==> config.mk <==
export PLATFORM = sky130hd
export DESIGN_NAME = regfile_2w2r_sb
export DESIGN_NICKNAME = d
export VERILOG_FILES = /design/src/rtl/regfile_2w2r_sb.sv
export SDC_FILE = /design/constraint.sdc
export NUM_CORES = 2
export LEC_CHECK = 0
export ABC_AREA = 1
export CORE_AREA = 3 3 539 541
export CTS_CLUSTER_DIAMETER = 30
export DETAILED_ROUTE_END_ITERATION = 7
export DIE_AREA = 0 0 542 544
export PLACE_DENSITY = 0.46
export SLEW_MARGIN = 5
export SYNTH_ARGS = -nofsm -noshare
export SYNTH_HDL_FRONTEND = slang
export SYNTH_SLANG_ARGS = --single-unit
==> constraint.sdc <==
create_clock -name CLK -period 3.7 [get_ports CLK]
set_input_delay 0.555 -clock CLK [delete_from_list [all_inputs] [get_ports CLK]]
set_output_delay 0.555 -clock CLK [all_outputs]
set_load 0.1 [all_outputs]
==> src/rtl/regfile_2w2r_sb.sv <==
// Two-write/two-read register file with a pending scoreboard and a post-reset clear sweep.
// Optional same-cycle write-to-read bypass is enabled by defining REGFILE_BYPASS_EN.
module regfile_2w2r_sb #(
    parameter  int unsigned XLEN  = 32,
    parameter  int unsigned NREGS = 32,
    localparam int unsigned AW    = $clog2(NREGS)
) (
    input  logic            CLK,
    input  logic            RST_N,
    input  logic [AW-1:0]   ADR1,
    input  logic [AW-1:0]   ADR2,
    output logic [XLEN-1:0] RS1,
    output logic [XLEN-1:0] RS2,
    output logic            RS1_PEND,
    output logic            RS2_PEND,
    input  logic            WE0,
    input  logic [AW-1:0]   WA0,
    input  logic [XLEN-1:0] WD0,
    input  logic            WE1,
    input  logic [AW-1:0]   WA1,
    input  logic [XLEN-1:0] WD1,
    input  logic            SB_SET,
    input  logic [AW-1:0]   SB_ADR,
    output logic            READY
);

    typedef enum logic {
        S_CLEAR,
        S_RUN
    } state_t;

    state_t            state_q, state_d;
    logic [AW-1:0]     cnt_q, cnt_d;
    logic [NREGS-1:0]  pend_q, pend_d;
    logic [XLEN-1:0]   mem_q [NREGS];
    logic [XLEN-1:0]   mem_d [NREGS];

    always_comb begin
        state_d = state_q;
        cnt_d   = cnt_q;
        pend_d  = pend_q;
        case (state_q)
            S_CLEAR: begin
                if (cnt_q == AW'(NREGS - 1)) begin
                    state_d = S_RUN;
                end else begin
                    cnt_d = cnt_q + AW'(1);
                end
            end
            S_RUN: begin
                // Set is applied after clear so a newly issued producer wins.
                if (WE0) pend_d[WA0] = 1'b0;
                if (WE1) pend_d[WA1] = 1'b0;
                if (SB_SET) pend_d[SB_ADR] = 1'b1;
            end
            default: state_d = S_CLEAR;
        endcase
        pend_d[0] = 1'b0;
    end

    always_comb begin
        mem_d = mem_q;
        if (state_q == S_CLEAR) begin
            mem_d[cnt_q] = '0;
        end else begin
            if (WE0) mem_d[WA0] = WD0;
            if (WE1) mem_d[WA1] = WD1;
        end
        mem_d[0] = '0;
    end

    always_ff @(posedge CLK or negedge RST_N) begin
        if (!RST_N) begin
            state_q <= S_CLEAR;
            cnt_q   <= AW'(1);
            pend_q  <= '0;
        end else begin
            state_q <= state_d;
            cnt_q   <= cnt_d;
            pend_q  <= pend_d;
        end
    end

    // The clear sweep initialises the array, so it carries no reset.
    always_ff @(posedge CLK) begin
        mem_q <= mem_d;
    end

    for (genvar p = 0; p < 2; p++) begin : g_rd
        logic [AW-1:0]   adr;
        logic [XLEN-1:0] data;
        logic            pend;

        assign adr = (p == 0) ? ADR1 : ADR2;

        always_comb begin
            data = '0;
            pend = 1'b0;
            if (state_q == S_RUN && adr != '0) begin
                data = mem_q[adr];
                pend = pend_q[adr];
`ifdef REGFILE_BYPASS_EN
                if (WE1 && WA1 == adr) begin
                    data = WD1;
                    pend = 1'b0;
                end else if (WE0 && WA0 == adr) begin
                    data = WD0;
                    pend = 1'b0;
                end
`endif
            end
        end
    end

    assign RS1      = g_rd[0].data;
    assign RS2      = g_rd[1].data;
    assign RS1_PEND = g_rd[0].pend;
    assign RS2_PEND = g_rd[1].pend;
    assign READY    = (state_q == S_RUN);

endmodule
# After elaboration in Yosys (flattened, before gate mapping)
# Cells that the tools add are included.
[op_classes]
n_addsub = 1
n_lt_le_gt_ge = 16
eq_ne = 1
muxes = 39
n_bitwise = 14
n_reduce_logical = 11
[ops]
columns = ["cell", "n"]
rows = [
  ["bitwise mux 1024 bit", 2],
  ["2-to-1 mux 1024 bit", 2],
  ["2-to-1 mux 992 bit", 2],
  ["bitwise AND 992 bit", 1],
  ["NOT 992 bit", 1],
  ["demux 32 bit (select 5 bit)", 3],
  ["2-to-1 mux 32 bit", 14],
  ["binary-select mux 32 bit (select 5 bit)", 2],
  ["bitwise AND 32 bit", 2],
  ["NOT 32 bit", 2],
  ["bitwise OR 32 bit", 1],
  ["greater-or-equal comparator 6 bit (second input constant)", 5],
  ["less-than comparator 5 x 6 -> 1 bit (second input constant)", 5],
  ["NOT 5 -> 6 bit", 5],
  ["less-than comparator 6 x 1 -> 1 bit (second input constant)", 3],
  ["demux 1 bit (select 5 bit)", 3],
  ["greater-or-equal comparator 5 x 1 -> 1 bit (second input constant)", 3],
  ["binary-select mux 1 bit (select 5 bit)", 2],
  ["nonzero test 5 bit", 2],
  ["2-to-1 mux 1 bit", 9],
  ["logical AND 1 bit", 8],
  ["adder 5 x 1 -> 5 bit (second input constant)", 1],
  ["== test 5 bit (second input constant)", 1],
  ["NOT 1 bit", 2],
  ["AND reduction 2 bit", 1],
]
[word_totals]
reg_bits = 1029
output_inout_bits = 67

# Depth between registers and ports, before layout
[depth]
word_depth = 13
ltp_mapped = 12
ltp_nobuf = 9

# Worst setup path after synthesis
# OpenSTA, ideal clock, no wires.
[synth_path]
path_kind = "register to output"
start = "reg state_q, in the netlist READY"
end = "out RS2[10]"
t_arrival_ns = 3.136
required_time_ns = 3.145
setup_slack_ns = 0.009
path_stages_with_launch = 7
n_path_buf = 2
path_cell_list = "dfrtp_1 clkbuf_1 o21ai_0 inv_1 clkbuf_1 nand2_1 nor2_1"
[synth_between]
elab_chain_len = 2
[synth_rtl]
columns = ["item", "line_no", "rtl"]
rows = [
  ["start, declared", "32", "state_t state_q, state_d;"],
  ["start signal, assigned", "78", "state_q <= state_d;"],
  ["logical AND 1 bit", "99", "if (state_q == S_RUN && adr != '0) begin"],
  ["2-to-1 mux 32 bit", "99", ""],
  ["end, declared", "13", "output logic [XLEN-1:0] RS2,"],
]
# Every way passes these cells.

# Worst setup path after layout
[layout_path]
start = "reg state_q, in the netlist READY"
end = "out RS1[3]"
[layout_between]
elab_chain_len = 2
[layout_rtl]
columns = ["item", "line_no", "rtl"]
rows = [
  ["logical AND 1 bit", "99", ""],
  ["2-to-1 mux 32 bit", "99", ""],
  ["end, declared", "12", "output logic [XLEN-1:0] RS1,"],
]
# Every way passes these cells.

==> tab_implementation.tex <==
\begin{tabular}{lr}
\hline
Metric & Value \\
\hline
\multicolumn{2}{l}{\textbf{Place}} \\
\quad Final GP Congestion & 0.973 \\
\quad Number of buffer cells added on primary ports & 160 \\
\quad Post-DP HPWL & 303,000 µm \\
\quad Post-DP Area & 80,400 µm² \\
\quad Worst slack, placed & 128 ps \\
\quad Inst Count DP & 15,800 \\
\multicolumn{2}{l}{\textbf{Critical path}} \\
\quad Required time of the worst setup path & 3140 ps \\
\quad Worst path cell trace & o21ai\_0 -> inv\_2 -> buf\_12 -> nand2\_1 -> nor2\_1 -> buf\_12 \\
\quad Cell occurring most often along the worst timing path & buf\_12 \\
\quad Worst Path Arrival & 3170 ps \\
\quad Capturing element type of the critical path & output pin \\
\quad Buffers \& Inverters on Critical Path & 3 \\
\quad Family with the most delay on the worst path & simple AND/OR/NAND/NOR gates \\
\quad Kind of critical path & reg -> out \\
\quad Max incr delay on CP & 870 ps \\
\quad Peak fanout along the critical path & 7 \\
\quad Crit start category & flip-flop \\
\quad Library cell contributing the largest single delay on the critical path & nor2\_1 \\
\multicolumn{2}{l}{\textbf{STA}} \\
\quad Hold slack final & 301 ps \\
\quad Setup TNS Final & -31.7 ps \\
\quad Setup skew after layout & 61.1 ps \\
\quad Fmax achieved & 0.269 GHz \\
\quad Worst slew margin & 18.4\% \\
\quad Share of the cycle needed by the critical path after routing & 101\% \\
\quad Number of max-slew violations in the final report & 0 \\
\quad Post-layout minimum cycle time & 3720 ps \\
\quad Final worst setup slack & -22.8 ps \\
\quad Number of failing setup endpoints in the final timing report & 2 \\
\quad Worst Max-Slew Pin Slew & 1220 ps \\
\quad Final Hold Vio Count & 0 \\
\quad RSZ-0062 raised after global routing & no \\
\multicolumn{2}{l}{\textbf{Layout}} \\
\quad Fraction of final layout cells sized beyond drive strength 1 & 10.7\% \\
\quad Commonest cells after routing, fill and taps aside & nand2\_1 (4,011), nand3\_1 (2,137), inv\_1 (1,261) \\
\quad Area growth from synthesis to layout & 29.0\% \\
\quad Non-filler instance count after layout & 16,500 \\
\quad \# nets final & 12,500 \\
\quad Fraction of the core area covered by cells at the end of the flow & 32.3\% \\
\quad Area of all placed cells without fillers & 92,200 µm² \\
\quad Leading cell type in the layout, fill and taps excluded & nand2\_1 \\
\multicolumn{2}{l}{\textbf{Run status}} \\
\quad Outcome & finished, violations left \\
\quad Violated checks & negative setup slack \\
\multicolumn{2}{l}{\textbf{Clocking}} \\
\quad H-tree Lvls & 5 \\
\quad Post CTS Setup Buffer Count & 0 \\
\quad Clock tree sinks & 1,029 \\
\quad TritonCTS clock tree & done \\
\quad Clock transition at the registers of the reported paths & 50 ps \\
\quad Clock buffers created by TritonCTS & 362 \\
\quad Max Root-Sink Buffers & 4 \\
\quad Library cell used as clock root buffer & clkbuf\_16 \\
\quad Worst-skew pair later-pin latency & 1000 ps \\
\multicolumn{2}{l}{\textbf{GRT}} \\
\quad Total global routing track utilization & 31.0\% \\
\quad GR Overflow Total & 0 \\
\quad Number of global-route vias before repair & 85,300 \\
\quad Pin count of the biggest net entering global routing & 179 \\
\quad Global-route wire length before repair & 661,000 µm \\
\quad Initial antenna violation count & 37 \\
\multicolumn{2}{l}{\textbf{Pwr}} \\
\quad Overall power & 54.5 mW \\
\quad Worst ir drop on vdd & 0.563 mV \\
\quad Total leakage power & 42.6 nW \\
\quad Pwr dens & 591 nW/µm² \\
\multicolumn{2}{l}{\textbf{Worst hold path}} \\
\quad Type of the tightest min-delay check & in -> async \\
\multicolumn{2}{l}{\textbf{Logic synthesis}} \\
\quad Syn Area/Cell & 5.72 µm² \\
\quad Sequential share of the synthesized area & 29.1\% \\
\quad Netlist Area Pre-Place & 71,500 µm² \\
\quad Syn. warnings & 0 \\
\quad Count of state elements after synthesis & 1,029 \\
\quad Number of cells produced by synthesis & 12,500 \\
\quad Total nets after synthesis & 12,600 \\
\quad Count of unique library cells instantiated by Yosys & 28 \\
\multicolumn{2}{l}{\textbf{Die}} \\
\quad Die Width & 542 µm \\
\quad Total die area & 295,000 µm² \\
\quad Standard-cell rows & 196 \\
\quad Area of the core region & 285,000 µm² \\
\quad Die extent in y & 544 µm \\
\quad I/O Pins & 161 \\
\quad Initial Util & 25.0\% \\
\multicolumn{2}{l}{\textbf{Detailed routing}} \\
\quad Vias after detailed routing & 93,300 \\
\quad Final WL & 479,000 µm \\
\quad Post-detailed-route wirelength per cell & 29.0 µm \\
\quad Routed via count divided by cell count & 5.66 \\
\quad Number of violations reported at the end of detailed-routing iteration 0 & 14,100 \\
\quad Routed Antenna Nets & 0 \\
\quad First drt pass iteration count & 7 \\
\quad Residual DRC count & 0 \\
\multicolumn{2}{l}{\textbf{Run}} \\
\quad Max-capacitance violation count & 0 \\
\hline
\end{tabular}
-- what timing repair did --
item,CTS,global route
endpoints found under the setup margin,1,4
resized for setup,1,2
hold buffers,1,0
hold endpoints to repair,21,0
-- area by class of cell --
| cell class | count | area (µm²) |
|---|---|---|
| clock buffer | 525 | 10700 |
| tap | 3762 | 4710 |
| inverter | 1300 | 4940 |
| multi-input combinational | 9006 | 41900 |
| sequential | 1029 | 20800 |
| fill | 32000 | 193000 |
| clock inverter | 110 | 1070 |
| timing repair buffer | 740 | 8070 |
| antenna | 11 | 27.5 |
-- synthesized netlist by cell type --
cell type	number	share of area (%)
nand2_1	4077	21
nand3_1	2156	15
inv_1	1270	6.7
dfxtp_1	992	28
clkbuf_1	945	5.0
a21oi_1	897	6.3
o21ai_0	582	4.1
o22ai_1	526	4.6
o211ai_1	345	3.6
nor2_1	299	1.6
buf_1	125	0.66
buf_2	88	0.62
nand4_1	74	0.65
dfrtp_1	36	1.3
a31oi_1	29	0.25
clkinv_1	21	0.11
inv_2	9	0.047
ha_1	5	0.088
nor3_2	4	0.056
xor2_1	3	0.037
and2_1	2	0.018
nor2_2	2	0.018
o21ai_1	2	0.014
buf_4	1	0.011
dfstp_2	1	0.037
nand3_2	1	0.014
nor3_1	1	0.0070
nor3_4	1	0.023
-- metal layers --
layer  track usage, %  vias to the layer above  share of wire [%]
met5            0.130                        -              0.036
met4             22.7                       20                8.4
met3             8.79                     1678                 12
met2             45.0                     6864                 41
met1             39.0                    43600                 38
li1                 -                    41100                  -
-- final timing paths --
path	startpoint	to	slack, ps	depth (start not counted)
min reg2reg	mem_q[701]	mem_q[701]	440	2
min	RST_N	cnt_q[4]	300	2
max	READY	RS1[3]	-20	6
max reg2reg	READY	mem_q[618]	720	6
min in group CLK	WD1[28]	mem_q[732]	350	3
max in group asynchronous	RST_N	pend_q[15]	2540	3
-- cell families (layout without fill, tap and decap cells) --
logic type               Yosys count  in the layout  share of synthesized area (%)
AND/OR/NAND/NOR                 6617           6617                           38.9
buffers and inverters           2459           2675                           13.1
AO/OA/AOI/OAI                   2381           2381                           18.9
flip-flops                      1029           1029                           29.1
adder cells (fa/ha/maj)            5              5                         0.0875
XOR/XNOR                           3              3                         0.0368
other                              0             11                              0
-- worst register-to-register path, cell delays in order, from the launching register on --
cell and delay [ps]:
dfrtp_4 600, buf_12 250, nor2_1 730, nand2_2 590, buf_4 450, nand3_1 150
nand2_1 60
-- flip-flops by register name, indices dropped and copies added, names as in the netlist --
name,cells
mem_q,992
cnt_q,5
pend_q,31
READY,1
-- where the power goes --
part,switching (mW),internal (mW)
Combinational,7.37,3.51
Sequential,1.07,13.0
Clock,8.75,20.8
Total,17.2,37.3
Power figures use the tool's default switching activity.
